**src/rtl/anti_jitter_if.sv**
```systemverilog
// Raw button/switch levels and the sample-rate divider bit in, debounced levels, press strobes and the sample tick out.
interface anti_jitter_if #(
  parameter int N_BTN = 5,
  parameter int N_SW  = 16
);
  logic             clkdiv_bit;
  logic [N_BTN-1:0] btn_in;
  logic [N_SW-1:0]  sw_in;
  logic [N_BTN-1:0] btn_out;
  logic [N_BTN-1:0] btn_pulse;
  logic [N_SW-1:0]  sw_out;
  logic             tick;

  modport master (
    output clkdiv_bit, btn_in, sw_in,
    input  btn_out, btn_pulse, sw_out, tick
  );

  modport slave (
    input  clkdiv_bit, btn_in, sw_in,
    output btn_out, btn_pulse, sw_out, tick
  );
endinterface

```
**src/rtl/anti_jitter.sv**
```systemverilog
// Debouncer for push buttons and slide switches. Each channel is synchronised,
// then sampled on every rising edge of a divider bit; a new level is accepted
// only after STABLE_CNT consecutive samples that disagree with the current output.
// Channels [N_BTN-1:0] are buttons, the rest are switches.
module anti_jitter #(
  parameter int N_BTN      = 5,
  parameter int N_SW       = 16,
  parameter int STABLE_CNT = 4
) (
  input logic         clk,
  input logic         rst,
  anti_jitter_if.slave bus
);

  localparam int N = N_BTN + N_SW;
  localparam logic [3:0] LAST = 4'(STABLE_CNT - 1);

  logic [N-1:0]     sync1;
  logic [N-1:0]     sync2;
  logic [N-1:0]     out;
  logic [3:0]       cnt [N];
  logic             cb_d;
  logic             tick;
  logic [N_BTN-1:0] btn_prev;
  logic [N_BTN-1:0] pulse;

  // Two-flop synchroniser for every raw input channel.
  always_ff @(posedge clk or posedge rst) begin
    if (rst) begin
      sync1 <= '0;
      sync2 <= '0;
    end else begin
      sync1 <= {bus.sw_in, bus.btn_in};
      sync2 <= sync1;
    end
  end

  // Registered one-cycle strobe on each rising edge of the divider bit.
  always_ff @(posedge clk or posedge rst) begin
    if (rst) begin
      cb_d <= 1'b0;
      tick <= 1'b0;
    end else begin
      cb_d <= bus.clkdiv_bit;
      tick <= bus.clkdiv_bit & ~cb_d;
    end
  end

  // Per-channel mismatch counters; any agreeing sample restarts qualification.
  always_ff @(posedge clk or posedge rst) begin
    if (rst) begin
      out <= '0;
      for (int unsigned i = 0; i < N; i++) cnt[i] <= '0;
    end else if (tick) begin
      for (int unsigned i = 0; i < N; i++) begin
        if (sync2[i] != out[i]) begin
          if (cnt[i] == LAST) begin
            out[i] <= sync2[i];
            cnt[i] <= '0;
          end else begin
            cnt[i] <= cnt[i] + 4'd1;
          end
        end else begin
          cnt[i] <= '0;
        end
      end
    end
  end

  // Press strobe: one cycle after a debounced button rises.
  always_ff @(posedge clk or posedge rst) begin
    if (rst) begin
      btn_prev <= '0;
      pulse    <= '0;
    end else begin
      btn_prev <= out[N_BTN-1:0];
      pulse    <= out[N_BTN-1:0] & ~btn_prev;
    end
  end

  assign bus.btn_out   = out[N_BTN-1:0];
  assign bus.sw_out    = out[N-1:N_BTN];
  assign bus.btn_pulse = pulse;
  assign bus.tick      = tick;

endmodule
```
**src/flat_wrapper.sv**
```systemverilog
// flat-port wrapper written by rule: the top's interface ports become plain ports
module anti_jitter_flat 
#(
  parameter int N_BTN      = 5,
  parameter int N_SW       = 16,
  parameter int STABLE_CNT = 4
)
  (clk, rst, bus_clkdiv_bit, bus_btn_in, bus_sw_in, bus_btn_out, bus_btn_pulse, bus_sw_out, bus_tick);
  anti_jitter_if #(.N_BTN(N_BTN), .N_SW(N_SW)) bus_i ();
  input logic clk;
  input logic rst;
  input wire logic [$bits(bus_i.clkdiv_bit)-1:0] bus_clkdiv_bit;
  input wire logic [$bits(bus_i.btn_in)-1:0] bus_btn_in;
  input wire logic [$bits(bus_i.sw_in)-1:0] bus_sw_in;
  output wire logic [$bits(bus_i.btn_out)-1:0] bus_btn_out;
  output wire logic [$bits(bus_i.btn_pulse)-1:0] bus_btn_pulse;
  output wire logic [$bits(bus_i.sw_out)-1:0] bus_sw_out;
  output wire logic [$bits(bus_i.tick)-1:0] bus_tick;
  assign bus_i.clkdiv_bit = bus_clkdiv_bit;
  assign bus_i.btn_in = bus_btn_in;
  assign bus_i.sw_in = bus_sw_in;
  assign bus_btn_out = bus_i.btn_out;
  assign bus_btn_pulse = bus_i.btn_pulse;
  assign bus_sw_out = bus_i.sw_out;
  assign bus_tick = bus_i.tick;
  anti_jitter #(.N_BTN(N_BTN), .N_SW(N_SW), .STABLE_CNT(STABLE_CNT)) u_core (.clk(clk), .rst(rst), .bus(bus_i));
endmodule
```
**config.mk**
```make
export PLATFORM = sky130hd
export DESIGN_NAME = anti_jitter_flat
export DESIGN_NICKNAME = d
export VERILOG_FILES = /design/src/rtl/anti_jitter_if.sv /design/src/rtl/anti_jitter.sv /design/src/flat_wrapper.sv
export SDC_FILE = /design/constraint.sdc
export NUM_CORES = 1
export LEC_CHECK = 0
export ABC_AREA = 1
export BUFFER_PORTS_ARGS = -buffer_cell sky130_fd_sc_hd__buf_2
export CORE_MARGIN = 3
export CORE_UTILIZATION = 38
export DETAILED_ROUTE_END_ITERATION = 6
export HOLD_SLACK_MARGIN = 0.02
export REMOVE_ABC_BUFFERS = 1
export SLEW_MARGIN = 25
export SYNTH_ARGS = -nofsm -noshare
export SYNTH_HDL_FRONTEND = slang
export SYNTH_SLANG_ARGS = --single-unit
```
**constraint.sdc**
```tcl
create_clock -name clk -period 6.4 [get_ports clk]
set_clock_uncertainty 0.1 [all_clocks]
set_input_delay 1.28 -clock clk [delete_from_list [all_inputs] [get_ports clk]]
set_output_delay 1.28 -clock clk [all_outputs]
set_load 0.03 [all_outputs]
```
# Word level (Yosys, flattened, before mapping)
# Cells that the tools add are included.
# classes
n_eq_ne	42
n_mux	42
bitwise_logic	4
n_reduce_logical	21
n_addsub	21
# op_table
operator	count
2-to-1 mux 4 bit	42
adder 4 x 1 -> 4 bit, second input constant	21
equality test 4 x 2 -> 1 bit, second input constant	21
AND reduction 3 bit	21
inequality test 1 bit	21
AND 5 bit	1
NOT 5 bit	1
AND 1 bit	1
NOT 1 bit	1
# word_totals
out_inout_bits	27
elab_cells	178
input_bits	24
regBits	159

# Depth between registers and ports, before layout
# logic_depth
word_depth	3
ltp_mapped	7

# Least setup slack after synthesis
# No wires, ideal clock.
# synth_path
path_kind	flip-flop to output port
from	reg u_core.out[9]
to	out bus_sw_out[4]
path_buffers	0
slack_ns	4.510
arrival_ns	0.510
stages_incl_launch_ff	1
required_ns	5.020
cell_sequence	dfrtp_1
# synth_rtl
element	line_no	source
start: declaration	anti_jitter.sv:20	logic [N-1:0] out;
start signal: indexed assignment	anti_jitter.sv:58	out[i] <= sync2[i];
end: declaration	flat_wrapper.sv:17	output wire logic [$bits(bus_i.sw_out)-1:0] bus_sw_out;
# No word-level cell between the ends.

# Worst setup path after layout
# layout_path
from	reg u_core.tick (netlist: u_core.bus.tick)
to	out bus_tick
# layout_rtl
element	line_no	source
start: declaration	anti_jitter.sv:23	logic tick;
start signal: assignment	anti_jitter.sv:45	tick <= bus.clkdiv_bit & ~cb_d;
end: declaration	flat_wrapper.sv:18	output wire logic [$bits(bus_i.tick)-1:0] bus_tick;
# No word-level cell between the ends.

==> key figures <==
Setup path
  – Cell-by-cell listing of the critical path: buf_2
  – Crit end category: primary output
  – Count of buffering cells on the critical path with inverters included: 1
  – Critical Setup Path Class: reg2out
  – Crit-path max cell delay: approximately 0.65 ns
  – Slowest CP cell: sky130_fd_sc_hd__dfrtp_2
  – Crit-path max FO: 17
  – Category of the worst setup path launch point: flop
  – CP top delay family: flip-flops
  – Arrival time worst endpoint: 1.37 ns
  – Worst endpoint required time: 5.02 ns

Placement
  – Placed cell count: 1144
  – Detailed-placement wirelength estimate: 8290 um
  – I/O Buffers: 50
  – Final estimated routing congestion in global placement: ~0.75
  – Placed cell areas: between 7000 and 8000 sq um

Detailed routing
  – Total Routed Length: 12600 um
  – Vias after detailed routing: 5296
  – Remaining DRCs: 0
  – Drt first-iter violations: 364
  – Average vias per placed instance: between 4 and 5
  – Post-DRT Antenna Nets: 0
  – Total iterations of the first detailed-routing run: 4
  – Routed wire length per instance: about 11 um

Global route
  – Global-route usage over all layers: 13.2%
  – Antenna violations before repair: 0
  – Overflow left after global routing: 0
  – Global-route wire length before repair: about 22000 um
  – Largest net degree at the start of global routing: 63
  – Vias in the first global route: 4915

Clock network
  – Number of clock sinks: 159
  – Number of setup buffers added after CTS: 0
  – Post-cts gate resize count: 0
  – Hold Buf Count CTS: 0
  – Deepest clock path buffer count: 2
  – Buffer cell driving the clock tree root: sky130_fd_sc_hd__clkbuf_16
  – Maximum level of the CTS H-tree: 4
  – Clock buffer count from CTS: 17
  – CTS clock-pin slew for the worst setup and hold paths: 0.06 ns
  – CTS tree: done
  – Skew-Pair Late Insertion Delay: approximately 0.42 ns

Power
  – Total design power: approximately 3.5 mW
  – Leakage power total: 4.69 nW
  – Worst supply voltage drop on vdd: 0.293 mV
  – Power density of the placed cells: between 400 and 500 nW/um^2

Die
  – DIE AREA: 20800 sq um
  – DIE WIDTH: 144 um
  – Height of the chip: 144 um
  – Initial core utilization: 39.6%
  – Core ar.: approximately 18000 sq um
  – Top-level port count: 51
  – Number of rows created at floorplan: 49

Logic synthesis
  – Post-synthesis sequential element count: 159
  – Gate count after technology mapping: ~880
  – Share of synthesized area occupied by flip-flops and latches: 54.8%
  – Syn avg cell area: 8.27 sq um
  – Post-synth cell types: 19
  – YS warnings: 0
  – Total standard cell area after synthesis: between 7000 and 8000 sq um

Timing
  – Relative slew slack: 50.5%
  – Setup repair after global routing missed its margin: false
  – Clock period minus final worst setup slack: 2.75 ns
  – Hold Fails Final Rpt: 0
  – Sum of negative setup slack: 0 ns
  – Max Transition Viols Final: 0
  – Transition time of the tightest slew-check pin: 0.743 ns
  – Fin crit share: 42.9%
  – Final setup violation count: 0
  – Maximum frequency from static timing analysis: roughly 360 MHz

Cells and area
  – Antenna diode count: 0
  – FILL cells: between 1500 and 2000
  – Final design area excluding fillers: 8320 sq um
  – Layout cell share with drive strength beyond 1: between 10% and 20%
  – Final standard cell count with taps included and fillers excluded: 1174
  – Net count of the finished layout: 979
  – Signed area change from the synthesized netlist to the final layout: 14.6%

Flow run
  – Max-capacitance violation count: 0

Outcome
  – Status: finished clean

Min path
  – Worst min-delay path class: reg2reg
==> sequential cells by signal, indices dropped and copies added, names as in the netlist <==
name and flops:
u_core.bus.btn_pulse 5, u_core.cb_d 1, u_core.sync1 21, u_core.cnt 84, u_core.bus.tick 1, u_core.btn_prev 5
u_core.sync2 21, u_core.out 21
==> layer usage <==
layer / vias to the layer above / wire length (um) / GRT usage [%] / share of wire (%)
met1: 2416 / 6070 / 16.9 / 48
met2: 71 / 5760 / 21.2 / 46
li1: 2793 / - / - / -
met3: 16 / 551 / 4.46 / 4.4
met4: 0 / 177 / 4.32 / 1.4
met5: - / 0 / 0 / 0
==> where the power goes <==
group	switching, mW	total (mW)	internal (mW)
Combinational	0.567	0.876	0.308
Sequential	0.275	1.55	1.27
Clock	0.387	1.03	0.639
==> final timing paths <==
path	cells past startpoint	startpoint	slack [ns]	endpoint
setup / recovery	1	u_core.bus.tick$_DFF_PP0_	3.65	bus_tick
hold / removal	0	u_core.sync1[5]$_DFF_PP0_	0.25	u_core.sync2[5]$_DFF_PP0_
setup reg to reg	5	u_core.bus.tick$_DFF_PP0_	4.29	u_core.out[8]$_DFFE_PP0P_
hold reg to reg	0	u_core.sync1[5]$_DFF_PP0_	0.25	u_core.sync2[5]$_DFF_PP0_
max in group asynchronous	3	rst	4.36	u_core.cnt[46]$_DFFE_PP0P_
min in group asynchronous	2	rst	0.76	u_core.out[6]$_DFFE_PP0P_
==> cells in the mapped netlist <==
cell type	instances	area, sq um
sky130_fd_sc_hd__xor2_1	18	158
sky130_fd_sc_hd__nand4_1	23	144
sky130_fd_sc_hd__nor2_2	14	87.6
sky130_fd_sc_hd__nand3_1	61	305
sky130_fd_sc_hd__nor3_1	6	30.0
sky130_fd_sc_hd__o21ai_0	35	175
sky130_fd_sc_hd__dfrtp_1	159	3980
sky130_fd_sc_hd__buf_2	8	40.0
sky130_fd_sc_hd__xnor2_1	3	26.3
sky130_fd_sc_hd__nand2_1	335	1260
sky130_fd_sc_hd__nor2_4	1	11.3
sky130_fd_sc_hd__nand2_2	1	6.26
sky130_fd_sc_hd__inv_4	1	6.26
sky130_fd_sc_hd__nor2_1	33	124
sky130_fd_sc_hd__inv_1	146	548
sky130_fd_sc_hd__o21ai_1	4	20.0
sky130_fd_sc_hd__ha_1	21	263
sky130_fd_sc_hd__buf_6	4	45.0
sky130_fd_sc_hd__buf_4	4	30.0
==> cells in the final DEF (no fill, tap or decap), types with 3 or more instances in the layout <==
cell,count
sky130_fd_sc_hd__buf_2,50
sky130_fd_sc_hd__buf_4,4
sky130_fd_sc_hd__bufinv_16,3
sky130_fd_sc_hd__clkbuf_16,17
sky130_fd_sc_hd__clkbuf_8,3
sky130_fd_sc_hd__clkinv_2,3
sky130_fd_sc_hd__dfrtp_1,158
sky130_fd_sc_hd__ha_1,21
sky130_fd_sc_hd__inv_1,145
sky130_fd_sc_hd__nand2_1,335
sky130_fd_sc_hd__nand3_1,61
sky130_fd_sc_hd__nand4_1,23
sky130_fd_sc_hd__nor2_1,33
sky130_fd_sc_hd__nor2_2,14
sky130_fd_sc_hd__nor3_1,6
sky130_fd_sc_hd__o21ai_0,35
sky130_fd_sc_hd__o21ai_1,4
sky130_fd_sc_hd__xnor2_1,3
sky130_fd_sc_hd__xor2_1,18
==> per-stage QoR <==
stage	utilization [%]	hold WS, ns	setup slack (ns)
after floorplan	-	0.231	0.728
after global placement	42.1	0.231	3.82
after detailed placement	42.1	0.235	3.81
after CTS	45.4	0.248	3.62
after global routing	45.4	0.256	3.58
final	45.4	0.247	3.65
==> final cells by class <==
type / instances / area, sq um / area share [%]
multi-input cells: 555 / 2610 / 31.3
flip-flops and latches: 159 / 3980 / 47.8
inverters: 147 / 559 / 6.72
repair buffers: 54 / 280 / 3.37
clock inverters: 10 / 138 / 1.65
well taps: 229 / 287 / 3.44
clock buffers: 20 / 467 / 5.61
==> kinds of logic after synthesis <==
logic type                 share of synthesized area [%]
and+or+nand+nor                                     27.1
xor gates and xnor gates                            2.53
adders and majority gates                           3.62
DFF                                                 54.8
buffers and inverters                               9.23
AOI/OAI and AO/OA                                   2.69
Note: power is estimated with default switching activity, not from simulation.
